===== config.mk =====
export PLATFORM = sky130hd
export DESIGN_NAME = clk_div_n_flat
export DESIGN_NICKNAME = d
export VERILOG_FILES = /design/src/rtl/clk_div_n_if.sv /design/src/rtl/clk_div_n.sv /design/src/flat_wrapper.sv
export SDC_FILE = /design/constraint.sdc
export NUM_CORES = 1
export LEC_CHECK = 0
export CORE_ASPECT_RATIO = 1.2
export CORE_UTILIZATION = 33
export DETAILED_ROUTE_END_ITERATION = 16
export MAX_ROUTING_LAYER = met4
export RECOVER_POWER = 50
export SYNTH_ARGS = -nofsm -noshare
export SYNTH_HDL_FRONTEND = slang
export SYNTH_SLANG_ARGS = --single-unit
export TNS_END_PERCENT = 30

===== constraint.sdc =====
create_clock -name clk -period 5.2 [get_ports clk]
set_input_delay 0.78 -clock clk [delete_from_list [all_inputs] [get_ports clk]]
set_output_delay 0.78 -clock clk [all_outputs]
set_load 0.02 [all_outputs]

===== src/rtl/clk_div_n_if.sv =====
// Control/status bundle for clk_div_n: run enable, divisor load, divided clock and strobes.
interface clk_div_n_if #(
    parameter int unsigned WIDTH = 8
);
    logic             en;
    logic [WIDTH-1:0] div_in;
    logic             div_load;
    logic             cout;
    logic             tick;
    logic [WIDTH-1:0] div_cur;
    logic             err;

    modport master (
        output en, div_in, div_load,
        input  cout, tick, div_cur, err
    );

    modport slave (
        input  en, div_in, div_load,
        output cout, tick, div_cur, err
    );
endinterface


===== src/rtl/clk_div_n.sv =====
// Programmable 50%-duty integer clock divider; odd divisors borrow a half cycle from a
// negedge helper flop. New divisors are applied only at a period boundary.
module clk_div_n #(
    parameter int unsigned WIDTH       = 8,
    parameter int unsigned DEFAULT_DIV = 7
) (
    input  logic         clk,
    input  logic         res,
    clk_div_n_if.slave   ctrl_io
);
    localparam logic [WIDTH-1:0] DefDiv = WIDTH'(DEFAULT_DIV);

    logic [WIDTH-1:0] m_q, m_d;
    logic [WIDTH-1:0] div_cur_q, div_cur_d;
    logic [WIDTH-1:0] pending_q, pending_d;
    logic             pend_v_q, pend_v_d;
    logic             pos_q, pos_d;
    logic             tick_q, tick_d;
    logic             err_q, err_d;
    logic             run_q, run_d;
    logic             live_q, live_d;
    logic             neg_q;

    logic             wrap;
    logic             apply;
    logic [WIDTH-1:0] n_next;

    always_comb begin
        m_d       = m_q;
        div_cur_d = div_cur_q;
        pending_d = pending_q;
        pend_v_d  = pend_v_q;
        pos_d     = pos_q;
        run_d     = run_q;
        tick_d    = 1'b0;
        live_d    = 1'b1;
        err_d     = ctrl_io.div_load && (ctrl_io.div_in < WIDTH'(2));

        // run_q distinguishes the very first counting edge, which enters phase 0 directly
        wrap   = run_q && (m_q == div_cur_q - WIDTH'(1));
        apply  = ctrl_io.en && wrap && pend_v_q;
        n_next = apply ? pending_q : div_cur_q;

        if (ctrl_io.en) begin
            run_d = 1'b1;
            m_d   = (!run_q || wrap) ? '0 : m_q + WIDTH'(1);
            if (apply) begin
                div_cur_d = pending_q;
                pend_v_d  = 1'b0;
            end
            pos_d  = m_d < (n_next >> 1);
            tick_d = (m_d == '0);
        end

        // A load on the wrap edge lands after the apply, so it waits for the next wrap
        if (ctrl_io.div_load && (ctrl_io.div_in >= WIDTH'(2))) begin
            pending_d = ctrl_io.div_in;
            pend_v_d  = 1'b1;
        end
    end

    always_ff @(posedge clk) begin
        if (!res) begin
            m_q       <= '0;
            div_cur_q <= DefDiv;
            pending_q <= DefDiv;
            pend_v_q  <= 1'b0;
            pos_q     <= 1'b0;
            tick_q    <= 1'b0;
            err_q     <= 1'b0;
            run_q     <= 1'b0;
            live_q    <= 1'b0;
        end else begin
            m_q       <= m_d;
            div_cur_q <= div_cur_d;
            pending_q <= pending_d;
            pend_v_q  <= pend_v_d;
            pos_q     <= pos_d;
            tick_q    <= tick_d;
            err_q     <= err_d;
            run_q     <= run_d;
            live_q    <= live_d;
        end
    end

    always_ff @(negedge clk) begin
        if (!res) begin
            neg_q <= 1'b0;
        end else begin
            neg_q <= pos_q;
        end
    end

    // live_q masks a stale neg_q so cout drops on the reset posedge itself
    assign ctrl_io.cout    = pos_q | (div_cur_q[0] & live_q & neg_q);
    assign ctrl_io.tick    = tick_q;
    assign ctrl_io.div_cur = div_cur_q;
    assign ctrl_io.err     = err_q;
endmodule


===== src/flat_wrapper.sv =====
// flat-port wrapper written by rule: the top's interface ports become plain ports
module clk_div_n_flat 
#(
    parameter int unsigned WIDTH       = 8,
    parameter int unsigned DEFAULT_DIV = 7
)
  (clk, res, ctrl_io_en, ctrl_io_div_in, ctrl_io_div_load, ctrl_io_cout, ctrl_io_tick, ctrl_io_div_cur, ctrl_io_err);
  clk_div_n_if #(.WIDTH(WIDTH)) ctrl_io_i ();
  input  logic clk;
  input  logic res;
  input wire logic [$bits(ctrl_io_i.en)-1:0] ctrl_io_en;
  input wire logic [$bits(ctrl_io_i.div_in)-1:0] ctrl_io_div_in;
  input wire logic [$bits(ctrl_io_i.div_load)-1:0] ctrl_io_div_load;
  output wire logic [$bits(ctrl_io_i.cout)-1:0] ctrl_io_cout;
  output wire logic [$bits(ctrl_io_i.tick)-1:0] ctrl_io_tick;
  output wire logic [$bits(ctrl_io_i.div_cur)-1:0] ctrl_io_div_cur;
  output wire logic [$bits(ctrl_io_i.err)-1:0] ctrl_io_err;
  assign ctrl_io_i.en = ctrl_io_en;
  assign ctrl_io_i.div_in = ctrl_io_div_in;
  assign ctrl_io_i.div_load = ctrl_io_div_load;
  assign ctrl_io_cout = ctrl_io_i.cout;
  assign ctrl_io_tick = ctrl_io_i.tick;
  assign ctrl_io_div_cur = ctrl_io_i.div_cur;
  assign ctrl_io_err = ctrl_io_i.err;
  clk_div_n #(.WIDTH(WIDTH), .DEFAULT_DIV(DEFAULT_DIV)) u_core (.clk(clk), .res(res), .ctrl_io(ctrl_io_i));
endmodule

==> qor.csv, run 1 <==
stage,metric,value,unit
outcome,outcome,completed,
cts,CTS Root Cell,clkbuf_8,
drt,initial drt markers,87,
global_routing,GRT Total Usage,0.150,
worst_setup_path,"Slowest-stage cell, CP",clkdlybuf4s50_1,
global_routing,vias in the first global route,1447,
worst_setup_path,crit-path max FO,1,
global_routing,first-pass GRT wire length,6840,um
floorplanning,Die Y,85.3,um
logic_synthesis,Simple-Gate Fraction of Synth Area,0.265,
logic_synthesis,main combinational cell family by area after synthesis,simple AND/OR/NAND/NOR gates,
worst_setup_path,Crit path largest cell delay,530,ps
worst_setup_path,CP top delay family,buffers and inverters,
sta,setup TNS,0,ps
power,Clock power frac,0.397,
logic_synthesis,post-synthesis mux area share,0.0479,
sta,actual slew at the worst max-slew pin,1130,ps
sta,"Hold Vio Cnt, Final",0,
min_path,Hold WC Path Type,register to register,
logic_synthesis,Synth Area in Compound Gates,0.174,
power,sw frac,0.249,
power,PD cells,217,mW/mm2
placement,Post-DP HPWL,3000,um
layout,Filler cells,566,
sta,slew margin rel.,0.249,
worst_setup_path,Worst Path Required,4420,ps
worst_setup_path,critical path class,register to output pin,
worst_setup_path,Critical Path AT,3980,ps
cts,clk slew on worst S/H paths,70,ps
power,maximum VDD drop,0.0000997,V
power,Leak,0.863,nW
cts,hold buffer count at CTS,0,
layout,Area Overhead vs Synth,15.5,%
logic_synthesis,sequential share of the synthesized area,0.325,
floorplanning,row count,29,
cts,CTS Buffer Depth,2,
drt,Via-to-Cell Ratio,5.23,
layout,Ant. Diodes,0,
cts,CTS buffer count,5,
layout,layout cell share with drive strength beyond 1,0.0753,
logic_synthesis,Netlist cell types,54,
logic_synthesis,mean post-synth cell area,8.52,um2
logic_synthesis,Synth Area in Adders,0.0525,
logic_synthesis,Post-Syn Nets,244,
global_routing,total grt overflow,0,
layout,Nets,258,
cts,TritonCTS clock tree,yes,
floorplanning,Die Wd,71.4,um
cts,post-cts sizing count,0,
layout,Multi-input gate area,0.00115,mm2
drt,Final ANT Viol Nets,0,
logic_synthesis,commonest register cell after synthesis,dfxtp_1,
sta,final max-slew violation count,0,
cts,CTS sink count,31,
placement,Port Buf Inserts,22,
floorplanning,initial core utilization,0.351,
global_routing,largest net degree at the start of global routing,28,
sta,setup violators final,0,
worst_setup_path,R2R Setup Slk,1290,ps
drt,drt drc,0,
sta,RSZ-0062 raised after global routing,false,
worst_setup_path,CP bufs+invs,1,
worst_setup_path,startpoint types,register,
flow_run,maxcap violations,0,
cts,H-tree levels,2,
drt,final WL,4120,um
power,Int Power,0.000359,W
worst_setup_path,cell chain of the critical path,a31o_2 > clkdlybuf4s50_1,
layout,FF+latch area,621,um2
drt,drt first pass iters,4,
logic_synthesis,"Async S/R FF share, synth",0,
global_routing,initial antenna violation count,0,
sta,clock skew,57.6,ps
power,Switch Pwr,0.000119,W
layout,"Core Util, Final",0.405,
drt,vias,1573,
logic_synthesis,Post-Syn Instances,224,
logic_synthesis,Ys Warns,0,
placement,Placer Congestion,0.768,
floorplanning,IO Count,23,
cts,# Post-CTS Setup Buffers,0,
logic_synthesis,Synth Register Bits,31,
logic_synthesis,Synth Area in XOR/XNOR,0.0643,
logic_synthesis,Post-synth EDFFs,0,
logic_synthesis,mapped cell area,0.00191,mm2
power,Sequential Power Share,0.520,
floorplanning,CORE AREA,0.00544,mm2
cts,clk_lat worst skew,340,ps
floorplanning,die area,0.00609,mm2
worst_setup_path,Worst setup EP type,output pin,
drt,Routed WL per cell,13.7,um
power,Comb pwr share,0.083,
[placed cells by master (no fill, tap or decap), drive strengths merged, types with 6 or more instances in the layout]
| cell | instances |
|---|---|
| a21boi | 8 |
| a21oi | 6 |
| and2 | 8 |
| clkbuf | 7 |
| clkdlybuf4s50 | 10 |
| dfxtp | 31 |
| dlygate4sd3 | 12 |
| ha | 8 |
| inv | 10 |
| mux2i | 8 |
| nand2 | 19 |
| nand2b | 7 |
| nand3 | 12 |
| nor2 | 8 |
| nor2b | 10 |
| xnor2 | 9 |
[sequential cells by signal (all words and copies together), names as in the netlist]
name                    count
u_core.live_q               1
u_core.pending_q            8
u_core.neg_q                1
u_core.pos_q                1
u_core.ctrl_io.div_cur      8
u_core.run_q                1
u_core.pend_v_q             1
u_core.ctrl_io.tick         1
u_core.ctrl_io.err          1
u_core.m_q                  8
[worst min-delay path, stage by stage, from the launching register on]
cell,delay [ps]
dfxtp_1,320
nand2_1,50
a21oi_1,50
[power by group through the flow]
stage | sequential, W | combinational [W] | clock, W
after detailed placement | 0.000254 | 0.0000407 | 0.00000241
after global routing | 0.000249 | 0.0000444 | 0.000208
after CTS | 0.000249 | 0.0000409 | 0.000196
final | 0.000249 | 0.0000398 | 0.000190
after floorplan | 0.000254 | 0.0000239 | 0.00000241
after global placement | 0.000254 | 0.0000405 | 0.00000241
[path summary, 6_finish.rpt]
path	start	to	cells after the start
worst max-delay path	u_core.neg_q	ctrl_io_cout	2
worst min-delay path	u_core.pending_q[7]	u_core.pending_q[7]	2
worst max register to register	u_core.ctrl_io.div_cur[0]	u_core.pos_q	13
worst min register to register	u_core.pending_q[7]	u_core.pending_q[7]	2
[cell type report]
cell class,instances,share of cell area
Inverter,9,0.0153
Timing Repair Buffer,24,0.105
Multi-Input combinational cell,166,0.523
Sequential cell,31,0.281
Tap cell,62,0.0352
Clock buffer,6,0.0329
Clock inverter,3,0.00738
[Yosys cell counts (all sizes together) (2+ instances only)]
cell    number  area share
and3         3       0.010
nor4         2      0.0066
a21oi        6       0.016
and4         2      0.0098
ha           8       0.052
nor3b        2      0.0079
dfxtp       31        0.33
a22oi        3       0.012
a21o         2      0.0085
inv         10       0.020
o211ai       4       0.016
xnor2        9       0.041
nor2b       10       0.033
and2         8       0.026
nor2         8       0.016
nand4        2      0.0066
nand3       12       0.031
o31ai        2      0.0079
buf          7       0.031
clkbuf      10       0.020
o21bai       3       0.012
a211oi       2      0.0079
o21ai        3      0.0079
mux2i        8       0.042
nand2b       7       0.023
a21boi       8       0.031
xor2         5       0.023
o21a         3       0.012
nand2       19       0.037
or2          2      0.0066
a31oi        3      0.0098
nor3         5       0.019
[per-layer routing]
metal,wire length [um],GRT usage,up-vias,part of all wire
met5,0,-,-,0
met4,72,0.0745,0,0.017
met3,136,0.0249,6,0.033
met2,1840,0.216,29,0.45
met1,2070,0.202,722,0.50
li1,-,-,816,-
[metrics by stage]
step	std cells	power (W)	worst slack [ps]	hold slack, ps	instance area (um2)
3_3_place_gp	293	0.000297	785	453	2120
3_5_place_dp	293	0.000297	788	454	2120
6_report	301	0.000479	442	464	2200
2_1_floorplan	224	0.000280	1270	432	1910
4_1_cts	301	0.000485	425	463	2210
5_1_grt	301	0.000502	401	484	2200
[cell families (layout without fill, tap and decap cells)]
family,after synthesis,after routing
AOI/OAI and AO/OA,46,46
and+or+nand+nor,89,89
buffers and inverters,27,42
DFF,31,31
muxes,9,9
xor gates and xnor gates,14,14
adders and majority gates,8,8
Power figures use the tool's default switching activity.
==> run 2: changes to the inputs <==
- clock period: 5.2 -> 5.1 ns (I/O delays scaled with it)
==> run 2 against run 1 <==
  * Sequential power grew 2%
  * Final cell count did not move
  * Clock skew hardly changed
  * Worst setup slack worse by 42 ps
  * Sequential cell count unchanged
  * Total power grew 23%
  * Hold slack improved by 7.7 ps
  * Combinational power is 2% higher
  * Core utilization up 0.87 points
  * Via count down 1.3%
  * Largest cell class unchanged
==> qor.csv, run 2 (synthesis gave the netlist of run 1 again) <==
stage,metric,value,unit
outcome,outcome,completed,
power,Comb pwr share,0.069,
cts,post-cts sizing count,0,
power,Leak,0.887,nW
cts,H-tree levels,2,
layout,Ant. Diodes,0,
global_routing,first-pass GRT wire length,6800,um
drt,drt first pass iters,4,
power,Switch Pwr,0.000120,W
layout,"most common cell after layout, fill and taps aside",dfxtp_1,
power,Sequential Power Share,0.433,
placement,Post-DP HPWL,3030,um
sta,actual slew at the worst max-slew pin,1040,ps
layout,most frequent cells in the layout,"31 x dfxtp_1, 19 x nand2_1, 12 x nand3_1, 12 x dlygate4sd3_1",
sta,clock skew,57.5,ps
cts,CTS Root Cell,clkbuf_8,
worst_setup_path,Worst setup EP type,output pin,
layout,Area Overhead vs Synth,18.0,%
worst_setup_path,startpoint types,register,
worst_setup_path,"Slowest-stage cell, CP",clkdlybuf4s50_1,
power,maximum VDD drop,0.000227,V
sta,RSZ-0062 raised after global routing,false,
drt,final WL,4090,um
floorplanning,row count,29,
layout,"Core Util, Final",0.414,
drt,Final ANT Viol Nets,0,
power,sw frac,0.205,
cts,clk slew on worst S/H paths,70,ps
cts,clk_lat worst skew,340,ps
drt,vias,1553,
min_path,Hold WC Path Type,register to register,
cts,CTS buffer count,5,
drt,drt drc,0,
cts,# Post-CTS Setup Buffers,0,
worst_setup_path,crit-path max FO,1,
placement,dpl cells,293,
worst_setup_path,cell chain of the critical path,a31o_2 > clkdlybuf4s50_1,
global_routing,vias in the first global route,1414,
floorplanning,Die Y,85.3,um
cts,CTS Buffer Depth,2,
drt,Via-to-Cell Ratio,5.16,
power,Clock power frac,0.498,
power,Final Power,0.000587,W
floorplanning,IO Count,23,
placement,Placer Congestion,0.779,
worst_setup_path,Crit path largest cell delay,530,ps
layout,layout cell share with drive strength beyond 1,0.0753,
global_routing,GRT Total Usage,0.149,
global_routing,largest net degree at the start of global routing,28,
power,PD cells,260,mW/mm2
sta,slew margin rel.,0.305,
sta,final max-slew violation count,0,
layout,Non-Filler Instances,301,
global_routing,total grt overflow,0,
cts,CTS sink count,31,
placement,Port Buf Inserts,22,
sta,"Hold Vio Cnt, Final",0,
worst_setup_path,Worst Path Required,4340,ps
worst_setup_path,Critical Path AT,3940,ps
global_routing,initial antenna violation count,0,
cts,hold buffer count at CTS,0,
sta,setup TNS,0,ps
drt,Routed WL per cell,13.6,um
power,Int Power,0.000467,W
worst_setup_path,critical path class,register to output pin,
drt,initial drt markers,93,
floorplanning,initial core utilization,0.351,
sta,setup violators final,0,
sta,Min Hold Slack,471,ps
layout,Nets,258,
floorplanning,die area,0.00609,mm2
floorplanning,CORE AREA,0.00544,mm2
cts,TritonCTS clock tree,yes,
floorplanning,Die Wd,71.4,um
flow_run,maxcap violations,0,
## run 2: cell types whose count changed in the layout (fill, tap and decap cells not counted)
cell | previous run | this run
bufinv_16 | 0 | 2
clkinvlp_4 | 1 | 0
clkinv_2 | 1 | 0
## run 2: per-layer routing
metal | up-vias | track usage | part of all wire
li1 | 816 | - | -
met1 | 702 | 0.194 | 0.50
met2 | 29 | 0.226 | 0.45
met3 | 6 | 0.0297 | 0.032
met4 | 0 | 0.0600 | 0.019
met5 | - | - | 0
## run 2: worst max-delay path: cells and delay by family (launching register included)
family	cells	cell delay [ps]
buffers and inverters	1	530
DFF	1	290
AOI/OAI and AO/OA	1	230
## run 2: power by group through the flow
stage | Sequential [W] | Clock (W) | Combinational (W)
after floorplan | 0.000259 | 0.00000245 | 0.0000243
after global placement | 0.000259 | 0.00000245 | 0.0000413
after detailed placement | 0.000259 | 0.00000245 | 0.0000417
after CTS | 0.000254 | 0.000298 | 0.0000419
after global routing | 0.000255 | 0.000310 | 0.0000455
final | 0.000254 | 0.000292 | 0.0000406
## run 2: final timing paths
kind / start / cells after the start / endpoint / slack (ps)
max: u_core.neg_q / 2 / ctrl_io_cout / 400
min: u_core.pending_q[4] / 2 / u_core.pending_q[4] / 470
max reg2reg: u_core.ctrl_io.div_cur[0] / 13 / u_core.pos_q / 1280
min reg2reg: u_core.pending_q[4] / 2 / u_core.pending_q[4] / 470
## run 2: cell type report
cell class	count	area [um2]
clock inverter	3	63.8
fill	544	3190
inverter	9	33.8
clock buffer	6	72.6
timing repair buffer	24	231
sequential	31	621
tap	62	77.6
multi-input combinational	166	1150
## run 2: per-stage QoR
step | area (um2) | worst slack [ps]
after floorplan | 1910 | 1230
after global placement | 2120 | 750
after detailed placement | 2120 | 750
after CTS | 2260 | 386
after global routing | 2250 | 362
final | 2250 | 399
